<file path="src/rtl/adder_seq_pkg.sv">
// adder_seq_pkg: shared types and constants for the multi-cycle wide adder
// sequencer (adder_seq_ctrl) and its 8-bit slice datapath.
package adder_seq_pkg;

    typedef enum logic [1:0] {IDLE, RUN, DONE} seq_state_t;

    localparam int SLICE_W = 8;

    // Width of the slice counter; a single-slice build still needs one bit.
    function automatic int idx_w(input int words);
        return (words <= 1) ? 1 : $clog2(words);
    endfunction

endpackage

</file>
<file path="src/rtl/adder_8.sv">
// adder_8: 8-bit carry-lookahead slice. Produces the sum, the carry-out and
// the signed overflow (carry-out XOR carry into bit 7) of a + b + ci.
module adder_8 (
    input  logic [7:0] a,
    input  logic [7:0] b,
    input  logic       ci,
    output logic [7:0] s,
    output logic       co,
    output logic       of
);
    logic [7:0] w_g;
    logic [7:0] w_p;
    logic [8:0] w_c;

    assign w_g = a & b;
    assign w_p = a ^ b;

    // Carry lookahead: each carry expands as g | p & (previous carry).
    always_comb begin
        w_c    = '0;
        w_c[0] = ci;
        for (int i = 0; i < 8; i++) begin
            w_c[i+1] = w_g[i] | (w_p[i] & w_c[i]);
        end
    end

    assign s  = w_p ^ w_c[7:0];
    assign co = w_c[8];
    assign of = w_c[8] ^ w_c[7];

endmodule

</file>
<file path="src/rtl/adder_seq_ctrl.sv">
// adder_seq_ctrl: WORDS*8-bit adder that walks one 8-bit slice per clock
// through a single shared adder_8, chaining the carry through a register.
// Request/response are valid/ready. Optional macro ADDSEQ_SUB_EN adds an
// 'op' input selecting a - b (op=1) instead of a + b.
module adder_seq_ctrl
    import adder_seq_pkg::*;
#(
    parameter int WORDS = 4
) (
    input  logic                     clk,
    input  logic                     rst_n,
    input  logic                     req_valid,
    output logic                     req_ready,
    input  logic [SLICE_W*WORDS-1:0] a,
    input  logic [SLICE_W*WORDS-1:0] b,
    input  logic                     ci,
`ifdef ADDSEQ_SUB_EN
    input  logic                     op,
`endif
    output logic                     rsp_valid,
    input  logic                     rsp_ready,
    output logic [SLICE_W*WORDS-1:0] sum,
    output logic                     co,
    output logic                     of,
    output logic                     busy
);
    localparam int W  = SLICE_W * WORDS;
    localparam int IW = idx_w(WORDS);
    localparam logic [IW-1:0] LAST_IDX = IW'(WORDS - 1);

    seq_state_t       r_state;
    logic [IW-1:0]    r_idx;
    logic             r_carry;
    logic [W-1:0]     r_a;
    logic [W-1:0]     r_b;
    logic [W-1:0]     r_sum;
    logic             r_co;
    logic             r_of;
`ifdef ADDSEQ_SUB_EN
    logic             r_op;
`endif

    logic [SLICE_W-1:0] w_a_sl;
    logic [SLICE_W-1:0] w_b_sl;
    logic [SLICE_W-1:0] w_s;
    logic               w_co;
    logic               w_of;
    logic               w_cin_init;

    // Slice currently being processed; for subtraction the b slice is inverted.
    assign w_a_sl = r_a[r_idx*SLICE_W +: SLICE_W];
`ifdef ADDSEQ_SUB_EN
    assign w_b_sl     = r_op ? ~r_b[r_idx*SLICE_W +: SLICE_W] : r_b[r_idx*SLICE_W +: SLICE_W];
    assign w_cin_init = op ? 1'b1 : ci;
`else
    assign w_b_sl     = r_b[r_idx*SLICE_W +: SLICE_W];
    assign w_cin_init = ci;
`endif

    adder_8 u_slice (
        .a  (w_a_sl),
        .b  (w_b_sl),
        .ci (r_carry),
        .s  (w_s),
        .co (w_co),
        .of (w_of)
    );

    // Sequencer FSM: accept in IDLE, one slice per edge in RUN, hold in DONE.
    always_ff @(posedge clk or negedge rst_n) begin
        if (!rst_n) begin
            r_state <= IDLE;
            r_idx   <= '0;
            r_carry <= 1'b0;
            r_a     <= '0;
            r_b     <= '0;
            r_sum   <= '0;
            r_co    <= 1'b0;
            r_of    <= 1'b0;
`ifdef ADDSEQ_SUB_EN
            r_op    <= 1'b0;
`endif
        end else begin
            case (r_state)
                IDLE: begin
                    if (req_valid) begin
                        r_a     <= a;
                        r_b     <= b;
                        r_carry <= w_cin_init;
                        r_idx   <= '0;
                        r_sum   <= '0;
`ifdef ADDSEQ_SUB_EN
                        r_op    <= op;
`endif
                        r_state <= RUN;
                    end
                end
                RUN: begin
                    r_sum[r_idx*SLICE_W +: SLICE_W] <= w_s;
                    r_carry <= w_co;
                    r_idx   <= r_idx + IW'(1);
                    if (r_idx == LAST_IDX) begin
                        r_co    <= w_co;
                        r_of    <= w_of;
                        r_state <= DONE;
                    end
                end
                DONE: begin
                    if (rsp_ready) begin
                        r_state <= IDLE;
                    end
                end
                default: r_state <= IDLE;
            endcase
        end
    end

    assign req_ready = (r_state == IDLE);
    assign rsp_valid = (r_state == DONE);
    assign busy      = (r_state != IDLE);
    assign sum       = r_sum;
    assign co        = r_co;
    assign of        = r_of;

endmodule

</file>
<file path="config.mk">
export PLATFORM = sky130hd
export DESIGN_NAME = adder_seq_ctrl
export DESIGN_NICKNAME = d
export VERILOG_FILES = /design/src/rtl/adder_seq_pkg.sv /design/src/rtl/adder_8.sv /design/src/rtl/adder_seq_ctrl.sv
export SDC_FILE = /design/constraint.sdc
export NUM_CORES = 1
export LEC_CHECK = 0
export ABC_CLOCK_PERIOD_IN_PS = 5200
export BUFFER_PORTS_ARGS = -buffer_cell sky130_fd_sc_hd__buf_4
export CORE_ASPECT_RATIO = 1.5
export CORE_MARGIN = 5
export CORE_UTILIZATION = 54
export DETAILED_ROUTE_END_ITERATION = 12
export PLACE_DENSITY = 0.79
export REMOVE_ABC_BUFFERS = 1
export SLEW_MARGIN = 25
export SYNTH_ARGS = -nofsm -noshare
export SYNTH_HDL_FRONTEND = slang
export SYNTH_SLANG_ARGS = --single-unit
</file>
<file path="constraint.sdc">
create_clock -name clk -period 5.2 [get_ports clk]
set_input_delay 0.26 -clock clk [delete_from_list [all_inputs] [get_ports clk]]
set_output_delay 0.26 -clock clk [all_outputs]
set_load 0.03 [all_outputs]
</file>
==> out/qor.txt <==
Status: complete, no violations
Port Buf Inserts: 105
GRT Util Overall: 19.3%
Setup TNS: 0 ns
Die height: 126 um
Routed met3 length: 517 um
First-pass GRT wire length: 16400 um
Pre-CTS setup slack: 0.665 ns
Final setup violation count: 0
Ant. Diodes: 0
Met2 wire length: 5540 um
Final wirelength: 10300 um
Critical path class: reg -> reg
DIE AREA: 11100 um2
Fin. Hold Viols: 0
Die X: 87.6 um
CTS buffer count: 9
Pleak: 2.91 nW
Detailed placement HPWL: 7590 um
Yosys warnings: 0
Number of flops mapped to enable cells by yosys: 0
Vias per inst: 5.49
Clk Latency, worst-skew pair: 0.34 ns
Routed Antenna Nets: 0
Main synth FF type: dfrtp_1
Area grow syn2layout: 23.4%
FFs w/ async S/R, synth: 100%
Initial antenna violation count: 0
Final min period: 4.49 ns
Clock share of power: 16.1%
Seq pwr share: 31.9%
Distinct cells, synth: 32
Comb pwr share: 52.1%
Mapped Area: 4880 um2
Io pins: 106
P_sw: 1.66 mW
Sw Share: 37.3%
Crit. End Element: register
Initial DRC count: 129
VDD IR max: 0.402 mV
GPL Wtd Cong: 0.853
Critical Path AT: 4.72 ns
Clk root buf: clkbuf_16
Clock Tree Buf Depth: 2
Vias in the first global route: 3241
Met1 WL: 4030 um
Final Net Count: 491
H-tree Lvls: 3
Power Internal: 2.78 mW
Hold Crit Class: in -> reg
Worst Tran Pin Value: 0.909 ns
PwrDens: 738 nW/um2
Fmax: 223 MHz
Post-CTS sizing: 0
Avg Synthesized Cell Area: 16.1 um2
Top-area cell type share of the netlist area: 52.9%
CTS tree: done
Post-Synthesis Cells: 303
GR Overflow Total: 0
Clock Skew: 0.00658 ns
DRT Pass-1 Iters: 4
Clock Pin Slew Worst Setup and Hold Paths: 0.06 ns
Core area: 8830 um2
RSZ-0062 raised after global routing: false
Most frequent cells after synthesis: dfrtp_1 (103), mux2_4 (60), o2bb2ai_1 (28)
Detailed-route via count: 2879
Site Rows: 42
Initial core utilization: 55.2%
CP required: 5.43 ns
Normalized max-slew margin: 39.4%
Max-cap violations: 0
Largest net degree at the start of global routing: 75
CP Launch Type: register
Synth area leader: dfrtp_1
Synth top area cells: dfrtp_1 (53%), mux2_4 (18%), mux4_2 (7.4%)
Final max-slew violation count: 0
Clock Sinks: 103
Max Fanout on Critical Path: 11
#FFs+latches synth: 103
Drt drc: 0
Final setup margin: 0.713 ns
DR WL/cell: 19.6 um
Pwr Total: 4.44 mW
Top-count cell post-synth: dfrtp_1
Fraction of layout instances using a drive strength above 1: 50.7%
DR top layer: met4
Final period util: 86.3%
Post-synthesis sequential area ratio: 52.9%
worst max-delay path, cell delays in order, from the launching register on:
cell     delay (ns)
dfrtp_1        0.54
buf_4          0.32
mux4_2         0.26
inv_1          0.05
fa_1           0.43
fa_1           0.39
fa_1           0.39
fa_1           0.39
fa_1           0.41
fa_1           0.42
inv_1          0.09
fa_1           0.45
a22o_1         0.22
registers in the layout (all words and copies together), names as in the netlist:
| register | count |
|---|---|
| r_carry | 1 |
| r_a | 32 |
| of | 1 |
| r_idx | 2 |
| r_b | 32 |
| sum | 32 |
| r_state | 2 |
| co | 1 |
worst paths after layout:
check	startpoint	to	slack, ns	cells after the start
setup / recovery	r_idx[0]	sum[7]	0.71	12
setup reg to reg	r_idx[0]	sum[7]	0.71	12
hold / removal	rsp_ready	r_state[1]	0.11	2
max in group asynchronous	rst_n	r_a[4]	3.54	3
min in group asynchronous	rst_n	r_b[7]	0.42	2
hold reg to reg	sum[9]	sum[9]	0.50	1
kinds of logic (layout without fill, tap and decap cells):
group	count (synthesis)	count (layout)	synth area share, %
buffers and inverters	36	147	5.23
adder cells (fa/ha/maj)	12	12	4.31
XOR/XNOR	1	1	0.180
multiplexers	81	81	27.0
flip-flops	103	103	52.9
AND/OR/NAND/NOR	27	27	3.08
AO/OA/AOI/OAI	43	43	7.31
metrics by stage:
| step | cell area (um2) | instances | hold WS [ns] | util (%) |
|---|---|---|---|---|
| 4_1_cts | 6020 | 524 | 0.102 | 68.2 |
| 3_5_place_dp | 5690 | 508 | 0.202 | 64.4 |
| 3_3_place_gp | 5660 | 507 | 0.199 | 64.1 |
| 6_report | 6020 | 524 | 0.107 | 68.2 |
| 2_1_floorplan | 4700 | 287 | -0.0356 | - |
| 5_1_grt | 6020 | 524 | 0.0932 | 68.2 |
layout make-up:
class                      instances  area (um2)
multi-input combinational        164        2040
sequential                       103        2580
clock inverter                     5        81.3
timing repair buffer             112         863
tap                              110         138
clock buffer                      10         239
fill                             612        2810
inverter                          20        75.1
repair_timing:
action / 4_1_cts / 5_1_grt
hold endpoints to repair: 29 / 0
setup buffers: 0 / 0
hold buffers: 1 / 0
power by group through the flow:
| stage | Sequential [mW] | Clock, mW | Combinational (mW) |
|---|---|---|---|
| after floorplan | 1.53 | 0 | 1.52 |
| after global placement | 1.40 | 0 | 2.24 |
| after detailed placement | 1.42 | 0 | 2.30 |
| after CTS | 1.41 | 0.723 | 2.32 |
| after global routing | 1.46 | 0.763 | 2.48 |
| final | 1.41 | 0.713 | 2.31 |
cells in the final DEF, fill, tap and decap left out, drive strengths merged, types with 2 or more instances in the layout:
master / instances
bufinv: 2
nand3b: 2
o2bb2ai: 28
nand2b: 5
a22o: 5
nand4: 2
a21oi: 2
mux4: 16
inv: 21
fa: 8
o21ai: 2
dfrtp: 103
a21o: 4
ha: 4
mux2: 65
buf: 111
nor2: 2
clkbuf: 10
nand2: 8
metal layers:
layer	global-route usage, %	up-vias
li1	-	1310
met1	23.3	1468
met2	33.7	89
met3	3.37	12
met4	7.50	0
met5	0	-
Note: power is estimated with default switching activity, not from simulation.
